[config.mk]
export PLATFORM = sky130hd
export DESIGN_NAME = alu_sequencer
export DESIGN_NICKNAME = d
export VERILOG_FILES = /design/src/rtl/alu_sequencer.sv
export SDC_FILE = /design/constraint.sdc
export NUM_CORES = 1
export LEC_CHECK = 0
export CAP_MARGIN = 20
export CORE_MARGIN = 5
export CORE_UTILIZATION = 40
export DETAILED_ROUTE_END_ITERATION = 8
export GPL_ROUTABILITY_DRIVEN = 0
export PLACE_DENSITY = 0.69
export RECOVER_POWER = 50
export SYNTH_ARGS = -nofsm -noshare
export SYNTH_HDL_FRONTEND = slang
export SYNTH_SLANG_ARGS = --single-unit
[constraint.sdc]
create_clock -name clk -period 1.8 [get_ports clk]
set_clock_uncertainty 0.2 [all_clocks]
set_input_delay 0.36 -clock clk [delete_from_list [all_inputs] [get_ports clk]]
set_output_delay 0.36 -clock clk [all_outputs]
set_load 0.005 [all_outputs]
[src/rtl/alu_sequencer.sv]
// Command sequencer for the 4-bit ALU: one op per handshake, two-cycle settle, writeback + flags.
// Optional ALU_SEQ_REPEAT_EN: cmd_rpt re-runs the op N extra times, chaining the result into A.
module alu_sequencer (
    input  logic       clk,
    input  logic       rst,
    input  logic       cmd_valid,
    output logic       cmd_ready,
    input  logic [3:0] cmd_op,
    input  logic [1:0] cmd_dst,
    input  logic [1:0] cmd_srca,
    input  logic [1:0] cmd_srcb,
    input  logic       cmd_use_imm,
    input  logic [3:0] cmd_imm,
    input  logic [1:0] cmd_rpt,
    output logic [3:0] alu_op,
    output logic [3:0] alu_a,
    output logic [3:0] alu_b,
    input  logic [3:0] alu_c,
    input  logic       alu_zf,
    input  logic       alu_cf,
    output logic       done,
    output logic       zf,
    output logic       cf,
    input  logic [1:0] rd_sel,
    output logic [3:0] rd_data
);
    typedef enum logic [1:0] {IDLE, SETTLE, CAPTURE} state_t;

    state_t     state, state_nxt;
    logic [3:0] regs [4];
    logic [1:0] dst;
    logic       accept, last;

    // cmd_ready is its own flop but tracks state==IDLE exactly
    assign accept  = cmd_valid && cmd_ready;
    assign rd_data = regs[rd_sel];

`ifdef ALU_SEQ_REPEAT_EN
    logic [1:0] rpt_cnt;
    assign last = (rpt_cnt == 2'd0);
`else
    logic unused_rpt;
    assign unused_rpt = ^cmd_rpt;
    assign last       = 1'b1;
`endif

    always_ff @(posedge clk or posedge rst) begin
        if (rst) state <= IDLE;
        else     state <= state_nxt;
    end

    always_comb begin
        state_nxt = state;
        case (state)
            IDLE:    if (accept) state_nxt = SETTLE;
            SETTLE:  state_nxt = CAPTURE;
            CAPTURE: state_nxt = last ? IDLE : SETTLE;
            default: state_nxt = IDLE;
        endcase
    end

    always_ff @(posedge clk or posedge rst) begin
        if (rst) begin
            for (int i = 0; i < 4; i++) regs[i] <= 4'h0;
            cmd_ready <= 1'b1;
            alu_op    <= 4'h0;
            alu_a     <= 4'h0;
            alu_b     <= 4'h0;
            dst       <= 2'd0;
            done      <= 1'b0;
            zf        <= 1'b0;
            cf        <= 1'b0;
`ifdef ALU_SEQ_REPEAT_EN
            rpt_cnt   <= 2'd0;
`endif
        end else begin
            done <= 1'b0;
            if (accept) begin
                alu_op    <= cmd_op;
                alu_a     <= regs[cmd_srca];
                alu_b     <= cmd_use_imm ? cmd_imm : regs[cmd_srcb];
                dst       <= cmd_dst;
                cmd_ready <= 1'b0;
`ifdef ALU_SEQ_REPEAT_EN
                rpt_cnt   <= cmd_rpt;
`endif
            end
            if (state == CAPTURE) begin
                regs[dst] <= alu_c;
                zf        <= alu_zf;
                cf        <= alu_cf;
                if (last) begin
                    done      <= 1'b1;
                    cmd_ready <= 1'b1;
                end
`ifdef ALU_SEQ_REPEAT_EN
                else begin
                    // chain the fresh result into A; B stays as accepted
                    alu_a   <= alu_c;
                    rpt_cnt <= rpt_cnt - 2'd1;
                end
`endif
            end
        end
    end
endmodule

Word level (Yosys, flattened, before mapping) --
Index checks and enable logic that the tools add are counted.
Cells by class: magnitude comparators 5, equal/unequal tests 3, muxes and demuxes 18, bitwise operators 4, reduce and logical (&&, ||, !) cells 4
Operator list (count):
- $mux 4 | 8
- $bmux 4 s2 | 3
- $bwmux 16 | 1
- $ge 3x3->1 const B | 4
- $not 2->3 | 4
- $demux 4 s2 | 1
- $pmux 2 s2 | 1
- $lt 3x1->1 const B | 1
- $mux 1 | 3
- $eq 2x1->1 const B | 1
- $eq 2x2->1 const B | 1
- $logic_and 1x1->1 | 2
- $logic_not 2->1 | 1
- $mux 2 | 1
- $ne 2x2->1 const B | 1
- $reduce_bool 2->1 | 1
Storage, ports and cells: register bits 36, bits of input ports 28, output and inout bits 20, word-level logic and storage cells 47

Longest topological paths before layout --
depth in word-level cells 6, gate-level depth with buffers 5, gate-level depth less buffers 4

Least setup slack after synthesis --
Ideal clock, no wire load.
path kind reg-to-reg, from register state[0], to register regs[4] (netlist bit), library setup time 125 ps, arrival time 1161 ps, required time 1475 ps, path slack 314 ps, cell stages (with the launch flop) 4, path buffers 0, clock period less this slack 1486 ps, path through dfrtp_1 > nand2b_4 > nor3b_4 > mux2_2
On the way: cells in the longest elaborated chain, start to end 1
RTL lines:
- from (decl) | RTL line 29 | state_t state, state_nxt;
- from (signal assigned) | RTL line 49 | else state <= state_nxt;
- $eq 2x2->1
- to (signal, indexed assignment) | RTL line 89 | regs[dst] <= alu_c;
- to (decl) | RTL line 30 | logic [3:0] regs [4];
Every way passes these cells. A chain may end at the register's enable or synchronous reset.

Worst setup path after layout --
from register regs[4] (netlist bit), to output rd_data[0]
On the way: cells in the longest elaborated chain, start to end 3
RTL lines:
- $bmux 4 s2 | RTL line 36 | assign rd_data = regs[rd_sel];
- $mux 4 (implied by the code) (2 in series) | RTL line 36
- to (decl) | RTL line 25 | output logic [3:0] rd_data
Every way passes these cells. The select of a mux whose other input is x is not followed.

==> impl_metrics.csv <==
group,metric,value,unit
final_layout,num-nets-final,224,
grt,overflow,0,
final_layout,layoutNonFillerInstCount,247,
yosys,yosys_warnings,0,
floorplan,floorplan.initialDensity,41.9,%
critical_path,required,1240,ps
critical_path,cp_max_fo,3,
grt,grt_antenna_before_repair,0,
drt,dr_total_vias,1276,
final_layout,fillCellCount,326,
floorplan,height_of_the_die,75.4,um
clocking,clock-root-buffer,"clkbuf_8",
critical_path,critical_setup_path_kind,"reg -> out",
grt,first_global_vias,1343,
placed_design,post-place-cells,237,
yosys,syn-mean-instance-area,13.3,um^2
yosys,synth_nets,157,
yosys,yosysSeqAreaShare,52.7,%
clocking,tritoncts.num_buffers,5,
drt,remaining_drc_errors,0,
critical_path,startpoint_type,"flip-flop",
timing,peak_clock_frequency_supported_by_timing,0.536,GHz
drt,first_pass_iters,4,
yosys,library_cell_occupying_the_most_area_in_the_post_synthesis_netlist,"dfrtp_1",
grt,grt_usage,15.9,%
yosys,synth_cell_type_count,21,
yosys,mappedNetlistArea,1710,um^2
drt,dr.first_iter.drc_count,45,
clocking,htree_levels,2,
yosys,synth.top_cells.by_area,"dfrtp_1, mux2_2, mux4_2",
timing,drv_slew,0,
floorplan,boundaryPins,48,
drt,detail_route.vias_per_cell,5.17,
final_layout,post_route_cells_drive_above_1_share,29.9,%
power,worst_ir_drop_vdd,0.000617,V
power,power_density,1420,nW/um^2
clocking,cts_num_sinks,36,
final_layout,antenna_diode_instance_count,0,
critical_path,endpoint_kind,"output pin",
clocking,tritoncts,"yes",
timing,grt_setup_unrepaired,"true",
yosys,yosysTopAreaCellShare,51.2,%
timing,report.final.setup_viol,4,
timing,worst_slew_pin_slew,680,ps
grt,grt_first_pass_wirelength,6670,um
power,power.static_leakage,1.14,nW
floorplan,fp.coreArea,4090,um^2
timing,timing_hold_violations_final,0,
drt,detail-route-antenna-nets,0,
yosys,netlist_instances,129,
floorplan,num_rows,23,
timing,post-route-worst-setup-slack,-67.3,ps
run_status,status,"finished, violations left",
timing,period_minus_slack,1870,ps
final_layout,multi_input_comb_area,779,um^2
timing,holdWs,232,ps
run_status,failed_checks,"negative setup slack",
timing,timing.final.crit_share,104,%
placed_design,numPortBuffers,45,
clocking,clkSlewWorstSetupHoldPaths,80,ps
final_layout,layout_overhead_on_the_synthesized_area,42.3,%
timing,setup-tns-final,-135,ps
yosys,postSynthRegisterBits,36,
power,design_power_total,3.45,mW
drt,finalWirelength,4080,um
floorplan,fp.dieArea,5690,um^2
critical_path,worst_ep_arrival_time,1310,ps
job,drv_cap,0,
clocking,clockBufferDepth,2,
clocking,worst_skew_pair.late_latency,280,ps
grt,grt_start_max_net_pins,19,
final_layout,register_area,902,um^2
drt,wl_per_cell,16.5,um
worst_hold_path,min-delay-path-class,"in -> async",
floorplan,fp.dieW,75.4,um
timing,timing.max_slew.rel_slack,54.6,%
placed_design,place.detailed.hpwl,3200,um
## critical path, cell delays in order (launching register included)
cell and delay, ps:
dfrtp_1 420, mux4_2 460, buf_2 140
## cell families after synthesis
logic type,Yosys count,share of synthesized area [%]
compound gates,5,1.46
buf+inv,7,1.75
flops,36,52.7
mux,32,29.5
simple gates,49,14.5
## stage by stage
stage	utilization (%)	cell area [um^2]	setup WS [ps]
floorplan	-	1710	314
global placement	57.7	2360	-759
detailed placement	57.7	2360	-785
CTS	59.5	2430	-68.3
global route	59.6	2430	-113
finish	59.6	2430	-67.3
## routing by layer
metal / part of all wire, % / global-route usage (%) / routed length, um / up-vias
met5: 0 / 0 / 0 / -
met4: 0.71 / 4.47 / 29 / 0
met3: 5.9 / 4.49 / 241 / 4
met2: 51 / 25.8 / 2080 / 44
met1: 42 / 21.0 / 1730 / 640
li1: - / - / - / 588
## timing repair
item	in CTS	in global routing
hold buffers	0	0
setup endpoints to repair	9	4
setup buffers	0	2
resized for setup	24	0
pin swaps	0	0
## cells in the final DEF (no fill, tap or decap), drive strengths merged, types with 2 or more instances in the layout
master and instances:
dfrtp 35, nor3 2, a21oi 4, nor3b 2, dlygate4sd2 3, clkbuf 9
mux2 16, clkdlybuf4s50 36, nor2 4, mux4 12, buf 22, inv 3
nand2 37, mux2i 4
## registers in the layout, indices dropped and copies added (netlist names)
name and cells:
done 1, cf 1, alu_b 4, alu_op 4, alu_a 4, dst 2, regs 16, cmd_ready 1
state 2, zf 1
## report_power, final
group,switching [mW],leakage (nW),internal (mW)
logic,0.469,0.642,0.950
clock network,0.272,0.0515,0.349
registers,0.249,0.449,1.16
total,0.990,1.14,2.46
## cell type report
class                   instances  area share [%]
clock buffers                   8            4.11
inverters                       3           0.462
multi-input cells              86            32.0
flip-flops and latches         36            37.1
well taps                      50            2.57
repair buffers                 64            23.8
## path summary, 6_finish.rpt
path / start / endpoint / slack [ps] / cells past startpoint
worst max-delay path: regs[4]$_DFFE_PP0P_ / rd_data[0] / -70 / 2
worst min-delay path: rst / state[1]$_DFFE_PP0P_ / 230 / 2
worst max register to register: state[0]$_DFFE_PP0P_ / regs[7]$_DFFE_PP0P_ / 160 / 3
worst min register to register: state[0]$_DFFE_PP0P_ / state[0]$_DFFE_PP0P_ / 270 / 1
max in group asynchronous: rst / alu_a[3]$_DFFE_PP0P_ / 280 / 3
min in group clk: state[0]$_DFFE_PP0P_ / state[0]$_DFFE_PP0P_ / 270 / 1
## Yosys cell counts
| master | n |
|---|---|
| nand2b_4 | 1 |
| mux2i_1 | 4 |
| buf_2 | 3 |
| nor3b_4 | 2 |
| inv_2 | 1 |
| and2_1 | 1 |
| dfstp_2 | 1 |
| nand2_1 | 37 |
| inv_1 | 2 |
| mux2_2 | 16 |
| mux4_1 | 4 |
| dfrtp_1 | 35 |
| o21ai_0 | 1 |
| nor2_1 | 4 |
| mux4_2 | 8 |
| clkbuf_1 | 1 |
| nor3_1 | 1 |
| a21oi_1 | 4 |
| nor2b_1 | 1 |
| nand3_2 | 1 |
| nor3_4 | 1 |
Power figures use the tool's default switching activity.
